--- config.mk ---
export PLATFORM = sky130hd
export DESIGN_NAME = spiflash_responder_flat
export DESIGN_NICKNAME = d
export VERILOG_FILES = /design/src/rtl/spiflash_responder_if.sv /design/src/rtl/spiflash_responder.sv /design/src/flat_wrapper.sv
export SDC_FILE = /design/constraint.sdc
export NUM_CORES = 1
export LEC_CHECK = 0
export ABC_CLOCK_PERIOD_IN_PS = 4190
export BUFFER_PORTS_ARGS = -buffer_cell sky130_fd_sc_hd__buf_4
export CAP_MARGIN = 20
export CORE_MARGIN = 4
export CORE_UTILIZATION = 40
export CTS_BUF_LIST = sky130_fd_sc_hd__clkbuf_4 sky130_fd_sc_hd__clkbuf_8
export CTS_CLUSTER_DIAMETER = 150
export CTS_CLUSTER_SIZE = 24
export DETAILED_ROUTE_END_ITERATION = 6
export GPL_TIMING_DRIVEN = 0
export PLACE_DENSITY = 0.62
export SLEW_MARGIN = 20
export SYNTH_ARGS = -nofsm -noshare
export SYNTH_HDL_FRONTEND = slang
export SYNTH_SLANG_ARGS = --single-unit
export TNS_END_PERCENT = 1
--- constraint.sdc ---
create_clock -name clk -period 4.19 [get_ports clk]
set_input_delay 0.838 -clock clk [delete_from_list [all_inputs] [get_ports clk]]
set_output_delay 0.838 -clock clk [all_outputs]
set_load 0.03 [all_outputs]
--- src/rtl/spiflash_responder_if.sv ---
// Signal bundle of the SPI flash responder: SPI pins, byte-wide memory read port
// and the decoded-command monitor outputs.
interface spiflash_responder_if #(
    parameter int ADDR_BITS = 16
);
    logic                 spi_cs;
    logic                 spi_sclk;
    logic                 spi_mosi;
    logic                 spi_miso;
    logic                 mem_rd;
    logic [ADDR_BITS-1:0] mem_addr;
    logic [7:0]           mem_rdata;
    logic                 cmd_valid;
    logic [7:0]           cmd_byte;

    // master: flash controller plus the backing memory
    modport master (
        output spi_cs, spi_sclk, spi_mosi, mem_rdata,
        input  spi_miso, mem_rd, mem_addr, cmd_valid, cmd_byte
    );

    modport slave (
        input  spi_cs, spi_sclk, spi_mosi, mem_rdata,
        output spi_miso, mem_rd, mem_addr, cmd_valid, cmd_byte
    );
endinterface

--- src/rtl/spiflash_responder.sv ---
// SPI flash responder (mode 0): oversampled pins, READ (0x03) served from a byte-wide
// synchronous memory port, JEDEC ID (0x9F) served from a constant.
//
// state    | meaning
// S_IDLE   | deselected; waits for cs low (only after cs has been seen high)
// S_CMD    | shifting in the 8-bit command
// S_ADDR   | shifting in the 24-bit address
// S_DATA   | streaming memory bytes out on MISO, prefetching one byte ahead
// S_ID     | streaming JEDEC_ID bytes, then zeros
// S_IGNORE | unknown command; MISO held low until cs rises
module spiflash_responder #(
    parameter int          ADDR_BITS = 16,
    parameter logic [23:0] JEDEC_ID  = 24'hEF4016
) (
    input  logic               clk,
    input  logic               reset,
    spiflash_responder_if.slave bus
);
    typedef enum logic [2:0] {
        S_IDLE,
        S_CMD,
        S_ADDR,
        S_DATA,
        S_ID,
        S_IGNORE
    } state_t;

    localparam logic [7:0] CMD_READ  = 8'h03;
    localparam logic [7:0] CMD_JEDEC = 8'h9F;

    state_t state_q, state_d;

    logic cs_m, cs_s, sclk_m, sclk_s, sclk_q, mosi_m, mosi_s;
    logic rise, fall;
    logic armed;
    logic rd_pend;

    logic [4:0]           bit_cnt;
    logic [6:0]           cmd_sr;
    logic [ADDR_BITS-2:0] addr_sr;
    logic [ADDR_BITS-1:0] ptr;
    logic [7:0]           nxt;
    logic [6:0]           sr;
    logic [1:0]           id_idx;

    logic [7:0]           cmd_next;
    logic [ADDR_BITS-1:0] addr_next;
    logic [7:0]           id_next;

    logic                 miso_q;
    logic                 mem_rd_q;
    logic [ADDR_BITS-1:0] mem_addr_q;
    logic                 cmd_valid_q;
    logic [7:0]           cmd_byte_q;

    assign bus.spi_miso  = miso_q;
    assign bus.mem_rd    = mem_rd_q;
    assign bus.mem_addr  = mem_addr_q;
    assign bus.cmd_valid = cmd_valid_q;
    assign bus.cmd_byte  = cmd_byte_q;

    always_ff @(posedge clk or posedge reset) begin
        if (reset) begin
            cs_m   <= 1'b0;
            cs_s   <= 1'b0;
            sclk_m <= 1'b0;
            sclk_s <= 1'b0;
            sclk_q <= 1'b0;
            mosi_m <= 1'b0;
            mosi_s <= 1'b0;
        end else begin
            cs_m   <= bus.spi_cs;
            cs_s   <= cs_m;
            sclk_m <= bus.spi_sclk;
            sclk_s <= sclk_m;
            sclk_q <= sclk_s;
            mosi_m <= bus.spi_mosi;
            mosi_s <= mosi_m;
        end
    end

    assign rise = sclk_s & ~sclk_q;
    assign fall = ~sclk_s & sclk_q;

    // The address shifter keeps only the low ADDR_BITS; upper address bits fall off the top.
    assign cmd_next  = {cmd_sr, mosi_s};
    assign addr_next = {addr_sr, mosi_s};

    always_comb begin
        id_next = 8'h00;
        case (id_idx)
            2'd1:    id_next = JEDEC_ID[15:8];
            2'd2:    id_next = JEDEC_ID[7:0];
            default: id_next = 8'h00;
        endcase
    end

    always_ff @(posedge clk or posedge reset) begin
        if (reset) state_q <= S_IDLE;
        else       state_q <= state_d;
    end

    always_comb begin
        state_d = state_q;
        case (state_q)
            S_IDLE: begin
                if (armed && !cs_s) state_d = S_CMD;
            end
            S_CMD: begin
                if (rise && bit_cnt == 5'd7) begin
                    if (cmd_next == CMD_READ)       state_d = S_ADDR;
                    else if (cmd_next == CMD_JEDEC) state_d = S_ID;
                    else                            state_d = S_IGNORE;
                end
            end
            S_ADDR: begin
                if (rise && bit_cnt == 5'd23) state_d = S_DATA;
            end
            default: ;
        endcase
        if (state_q != S_IDLE && cs_s) state_d = S_IDLE;
    end

    always_ff @(posedge clk or posedge reset) begin
        if (reset) begin
            armed       <= 1'b0;
            rd_pend     <= 1'b0;
            bit_cnt     <= '0;
            cmd_sr      <= '0;
            addr_sr     <= '0;
            ptr         <= '0;
            nxt         <= '0;
            sr          <= '0;
            id_idx      <= '0;
            miso_q      <= 1'b0;
            mem_rd_q    <= 1'b0;
            mem_addr_q  <= '0;
            cmd_valid_q <= 1'b0;
            cmd_byte_q  <= '0;
        end else begin
            mem_rd_q    <= 1'b0;
            cmd_valid_q <= 1'b0;
            rd_pend     <= mem_rd_q;
            if (cs_s) armed <= 1'b1;
            if (rd_pend) nxt <= bus.mem_rdata;

            if (state_q != S_IDLE && cs_s) begin
                bit_cnt <= '0;
                cmd_sr  <= '0;
                addr_sr <= '0;
                sr      <= '0;
                miso_q  <= 1'b0;
            end else begin
                case (state_q)
                    S_IDLE: begin
                        bit_cnt <= '0;
                        cmd_sr  <= '0;
                        miso_q  <= 1'b0;
                    end
                    S_CMD: begin
                        if (rise) begin
                            if (bit_cnt == 5'd7) begin
                                cmd_byte_q  <= cmd_next;
                                cmd_valid_q <= 1'b1;
                                bit_cnt     <= '0;
                                addr_sr     <= '0;
                                if (cmd_next == CMD_JEDEC) begin
                                    nxt    <= JEDEC_ID[23:16];
                                    id_idx <= 2'd1;
                                end
                            end else begin
                                cmd_sr  <= cmd_next[6:0];
                                bit_cnt <= bit_cnt + 5'd1;
                            end
                        end
                    end
                    S_ADDR: begin
                        if (rise) begin
                            if (bit_cnt == 5'd23) begin
                                mem_rd_q   <= 1'b1;
                                mem_addr_q <= addr_next;
                                ptr        <= addr_next + ADDR_BITS'(1);
                                bit_cnt    <= '0;
                            end else begin
                                addr_sr <= addr_next[ADDR_BITS-2:0];
                                bit_cnt <= bit_cnt + 5'd1;
                            end
                        end
                    end
                    S_DATA, S_ID: begin
                        if (rise) bit_cnt <= {2'b00, bit_cnt[2:0] + 3'd1};
                        if (fall) begin
                            if (bit_cnt[2:0] == 3'd0) begin
                                // Byte boundary: present the prefetched byte, fetch the next one.
                                sr     <= nxt[6:0];
                                miso_q <= nxt[7];
                                if (state_q == S_DATA) begin
                                    mem_rd_q   <= 1'b1;
                                    mem_addr_q <= ptr;
                                    ptr        <= ptr + ADDR_BITS'(1);
                                end else begin
                                    nxt    <= id_next;
                                    id_idx <= (id_idx == 2'd3) ? 2'd3 : id_idx + 2'd1;
                                end
                            end else begin
                                miso_q <= sr[6];
                                sr     <= {sr[5:0], 1'b0};
                            end
                        end
                    end
                    default: begin
                        miso_q <= 1'b0;
                    end
                endcase
            end
        end
    end
endmodule

--- src/flat_wrapper.sv ---
// flat-port wrapper written by rule: the top's interface ports become plain ports
module spiflash_responder_flat 
#(
    parameter int          ADDR_BITS = 16,
    parameter logic [23:0] JEDEC_ID  = 24'hEF4016
)
  (clk, reset, bus_spi_cs, bus_spi_sclk, bus_spi_mosi, bus_mem_rdata, bus_spi_miso, bus_mem_rd, bus_mem_addr, bus_cmd_valid, bus_cmd_byte);
  spiflash_responder_if #(.ADDR_BITS(ADDR_BITS)) bus_i ();
  input  logic clk;
  input  logic reset;
  input wire logic [$bits(bus_i.spi_cs)-1:0] bus_spi_cs;
  input wire logic [$bits(bus_i.spi_sclk)-1:0] bus_spi_sclk;
  input wire logic [$bits(bus_i.spi_mosi)-1:0] bus_spi_mosi;
  input wire logic [$bits(bus_i.mem_rdata)-1:0] bus_mem_rdata;
  output wire logic [$bits(bus_i.spi_miso)-1:0] bus_spi_miso;
  output wire logic [$bits(bus_i.mem_rd)-1:0] bus_mem_rd;
  output wire logic [$bits(bus_i.mem_addr)-1:0] bus_mem_addr;
  output wire logic [$bits(bus_i.cmd_valid)-1:0] bus_cmd_valid;
  output wire logic [$bits(bus_i.cmd_byte)-1:0] bus_cmd_byte;
  assign bus_i.spi_cs = bus_spi_cs;
  assign bus_i.spi_sclk = bus_spi_sclk;
  assign bus_i.spi_mosi = bus_spi_mosi;
  assign bus_i.mem_rdata = bus_mem_rdata;
  assign bus_spi_miso = bus_i.spi_miso;
  assign bus_mem_rd = bus_i.mem_rd;
  assign bus_mem_addr = bus_i.mem_addr;
  assign bus_cmd_valid = bus_i.cmd_valid;
  assign bus_cmd_byte = bus_i.cmd_byte;
  spiflash_responder #(.ADDR_BITS(ADDR_BITS), .JEDEC_ID(JEDEC_ID)) u_core (.clk(clk), .reset(reset), .bus(bus_i));
endmodule
# Yosys cells after proc, flatten, opt, wreduce, memory -nomap -nowiden
# Cells that the tools add are included.
[totals]
reg_bits = 99
in_bits = 13
output_inout_bits = 27
elab_cells = 163
[op_classes]
add_sub_neg = 5
n_eq_ne = 31
mux = 73
bitwise = 5
n_reduce_logical = 27
[ops]
columns = ["operator", "n"]
rows = [
  ["16-bit two-way mux", 10],
  ["15-bit two-way mux", 5],
  ["8-bit two-way mux", 8],
  ["16-bit case mux with 2 select lines", 2],
  ["7-bit two-way mux", 7],
  ["16-bit by 1-bit adder with 16-bit output (second input constant)", 2],
  ["5-bit two-way mux", 6],
  ["15-bit case mux with 2 select lines", 1],
  ["7-bit case mux with 2 select lines", 2],
  ["3-bit by 1-bit != test with 1-bit output (second input constant)", 8],
  ["5-bit case mux with 4 select lines", 1],
  ["2-bit by 1-bit != test with 1-bit output (second input constant)", 9],
  ["8-bit case mux with 2 select lines", 1],
  ["3-bit two-way mux", 5],
  ["1-bit two-way mux", 14],
  ["2-bit two-way mux", 7],
  ["4-bit AND reduction", 3],
  ["3-bit case mux with 3 select lines", 1],
  ["3-bit nonzero test", 3],
  ["8-bit by 2-bit == test with 1-bit output (second input constant)", 1],
  ["8-bit == test (second input constant)", 1],
  ["8-bit AND reduction", 1],
  ["2-bit nonzero test", 4],
  ["7-bit AND reduction", 1],
  ["other kinds (25)", 38],
]

# Longest topological paths before layout
[depth]
depth_word = 7
depth_mapped = 14

# Worst setup path before layout
# No wires, ideal clock.
[synth_path]
path_type = "register -> register"
start = "reg u_core.state_q[0]"
end = "reg u_core.ptr[10]"
setup_ns = 0.080
arrival_ns = 2.957
slack_ns = 1.153
stages_incl_launch_ff = 15
period_less_slack_ns = 3.037
cell_sequence = "dfrtp_1 buf_6 or3b_1 buf_4 nand2_1 clkbuf_1 nand2_1 o21ai_0 ha_1 inv_1 a211oi_1 and3_1 buf_4 a41oi_1 nor3b_2"
[synth_via]
elab_chain_cells = 4
[synth_rtl]
columns = ["item", "line", "source"]
rows = [
  ["start, declared", "spiflash_responder.sv:31", "state_t state_q, state_d;"],
  ["start signal, assigned", "spiflash_responder.sv:100", "else state_q <= state_d;"],
  ["3-bit == test (tied with other cells)", "spiflash_responder.sv:154", "case (state_q)"],
  ["2-bit OR reduction / 1-bit logical AND (equally long branches)", "spiflash_responder.sv:154, spiflash_responder.sv:147", ""],
  ["2-bit by 1-bit != test with 1-bit output (no line) (tied with other cells)", "--", ""],
  ["7-bit AND reduction (no line)", "--", ""],
  ["end signal, assigned", "spiflash_responder.sv:182", "ptr <= addr_next + ADDR_BITS'(1);"],
  ["end signal, assigned", "spiflash_responder.sv:200", "ptr <= ptr + ADDR_BITS'(1);"],
  ["end, declared", "spiflash_responder.sv:41", "logic [ADDR_BITS-1:0] ptr;"],
]
# Parallel ways exist; a longest one is shown, timed or not.
# A chain may end at the register's enable or synchronous reset.

# Worst setup path after layout
[layout_path]
start = "reg u_core.state_q[2]"
end = "reg u_core.ptr[10]"
# The elaborated chain is that of the path after synthesis.

==> flow_summary.ini <==
[clock_network]
cts_buffers = 9
cts-htree-levels = 3
clockRootBuffer = clkbuf_8
postCtsSetupRepairBufs = 0
clkTransAtPathRegs_ns = 0.10
cts.sinks = 99
cts_tree = done
clock_latency_ns = 0.38
cts_buffer_depth = 2

[die]
fp.dieW_um = 122
io_pins = 40
core_area_um2 = 12700
rows = 41
die_area_um2 = 14800
die_y_um = 122
start_util = 0.409

[yosys]
syn_area_um2 = 5180
post-synth-top-count-cell = dfrtp_1
yosys-top-cells-count = dfrtp_1 (99), nand2_1 (79), o21ai_0 (44), a21oi_1 (43), mux2i_1 (37)
yosysWarnings = 0
yosysTopAreaCell = dfrtp_1
synth_top_area_share = 0.478
synth_cell_types = 62
yosysSeqAreaShare = 0.478
ys_ff_latch = 99
syn_inst = 541
async_flop_share = 1.00
avgSynthCellArea_um2 = 9.57
synth-edff-count = 0
synth_top_flop_cell = dfrtp_1
synth_nets = 557
synth_area_leaders = dfrtp_1 (48%), mux2i_1 (7.2%), nand2_1 (5.7%)

[worst_setup_path]
slowest_delay_ns = 0.49
ff2ff_path_depth = 14
cp_max_fo = 10
r2r-end = u_core.ptr[10]
worstPathArrival_ns = 4.02
end_kind = flop
reg2reg_slack_ns = 0.48
critPathLaunchType = flop
rr_startpoint = u_core.state_q[2]
crit_path_frequent_cell = buf_4
critPathKind = flop to flop
worstPathRequired_ns = 4.50
path_cells = buf_4, or3b_1, buf_4, nand2_1, clkbuf_1, nand2_1, o21ai_0, ha_1, inv_1, a211oi_2, and3_1, buf_4, a41oi_1, nor3b_2
slowest_stage = clkbuf_1

[power]
swShare = 0.336
combPwrFrac = 0.268
p_seq_frac = 0.448
leakage_nw = 2.57
power.density_nw_per_um2 = 408
p_int_mw = 1.61
irDropWorstVdd_v = 0.000174
switching_power_mw = 0.814
pwr-share-clk = 0.284

[finish]
nets = 608
final_area_um2 = 5940
final_cells = 769
area_growth_pct = 14.7
drive_gt1_frac = 0.162
fillers = 1178
diodes = 0

[global_route]
antenna_found_initial = 0
grt_overflow = 0
first_global_vias = 4297
grt_use_total = 0.185
grt_pass1_wl_um = 21900
grt_start_max_net_pins = 78

[routing]
wl_per_cell_um = 16.9
drc = 0
via_count = 4224
routed_wl_um = 13000
drt_iter0_drc = 311
via_per_inst = 5.49
ant_nets = 0
firstDrtPassIters = 5

[place]
post-dp-hpwl_um = 9040
gp_congestion = 0.890
io_buffers = 39
placedCellCount = 753
post_dp_cell_area_um2 = 5720

[hold_path]
min_path_cells = 0
hold_path_class = flop to flop
min_from = u_core.cs_m
whs_endpoint = u_core.cs_s

[timing]
rsz0062_at_grt = no
fin_crit_ns = 3.71
fmax_mhz = 269
setup_viol = 0
post-route-period-util = 0.887
tightestPinTransition_ns = 0.862
whs_ns = 0.356
relSlewSlack = 0.418
slew_viol_final = 0
finalHoldViolations = 0
finClkSkew_ns = 0.00894

[run_status]
outcome = finished clean

[run]
drv_cap = 0
## flip-flops by register name, summed over array words and instances, names as in the netlist, 2 cells and up
register and cells:
u_core.bus.mem_addr 16, u_core.bus.cmd_byte 8, u_core.addr_sr 15, u_core.nxt 8
u_core.ptr 16, u_core.state_q 3, u_core.id_idx 2, u_core.bit_cnt 5
u_core.cmd_sr 7, u_core.sr 7
## stage by stage
step           setup WS, ns  total power, mW  setup TNS, ns   util
5_1_grt               0.217             2.56              0  0.469
6_report              0.475             2.42              0  0.469
4_1_cts               0.228             2.44              0  0.468
3_3_place_gp         -0.460             1.73         -44.92  0.449
3_5_place_dp          0.217             1.75              0  0.451
2_1_floorplan         0.762             1.58              0      -
## final cells by class
class	count	area [µm²]	share of cell area
well taps	172	215	0.0362
inverters	25	98.8	0.0166
flip-flops and latches	99	2480	0.417
clock buffers	9	124	0.0209
repair buffers	40	320	0.0539
multi-input cells	385	2450	0.412
plain buffers	32	164	0.0276
clock inverters	7	91.3	0.0154
## routing by layer
metal,part of all wire,GRT usage,vias up
met2,0.46,0.283,120
met4,0.023,0.0791,0
li1,-,-,2029
met3,0.051,0.0357,26
met5,0,0,-
met1,0.46,0.257,2049
## logic make-up (layout without fill, tap and decap cells)
logic type,Yosys count,count (layout),share of synthesized area
AND/OR/NAND/NOR,183,183,0.178
AO/OA/AOI/OAI,145,145,0.181
flip-flops,99,99,0.478
buffers and inverters,57,113,0.0498
multiplexers,48,48,0.0954
XOR/XNOR,6,6,0.0101
adder cells (fa/ha/maj),3,3,0.00725
## critical path: cells and delay by family (launching register included)
kind            cells  cell delay (ns)
compound gates      3             0.68
fa+ha+maj           1             0.25
buf+inv             5             1.12
flops               1             0.37
simple gates        5             1.20
## placed cells by master, fill, tap and decap left out, drive strengths merged, types with 9 or more instances in the layout
cell    instances
a211oi         16
a21oi          44
buf            54
clkbuf         27
dfrtp          99
inv            25
mux2           11
mux2i          37
nand2          79
nand3           9
nand4          11
nor2           24
nor3           23
o21ai          44
## power groups by stage
stage / Clock (mW) / Combinational (mW) / Sequential [mW]
after floorplan: 0 / 0.495 / 1.09
after global placement: 0 / 0.629 / 1.10
after detailed placement: 0 / 0.647 / 1.10
after CTS: 0.709 / 0.649 / 1.08
after global routing: 0.742 / 0.720 / 1.09
final: 0.687 / 0.649 / 1.08
## how the worst max path moves through the flow
| stage | from | end | slack [ns] | cells past startpoint |
|---|---|---|---|---|
| after floorplan | reset | u_core.addr_sr[0] | 0.76 | 1 |
| after global placement | reset | u_core.ptr[5] | -0.46 | 2 |
| after detailed placement | u_core.state_q[2] | u_core.ptr[10] | 0.22 | 14 |
| after global routing | u_core.state_q[2] | u_core.ptr[10] | 0.22 | 14 |
| after CTS | u_core.state_q[2] | u_core.ptr[10] | 0.23 | 14 |
| final | u_core.state_q[2] | u_core.ptr[10] | 0.48 | 14 |
## timing repair
item,CTS,global route
setup endpoints to repair,0,2
hold endpoints to repair,0,0
hold buffers,0,0
gates resized for setup,0,1
No activity file was read; power rests on OpenSTA's default activity.
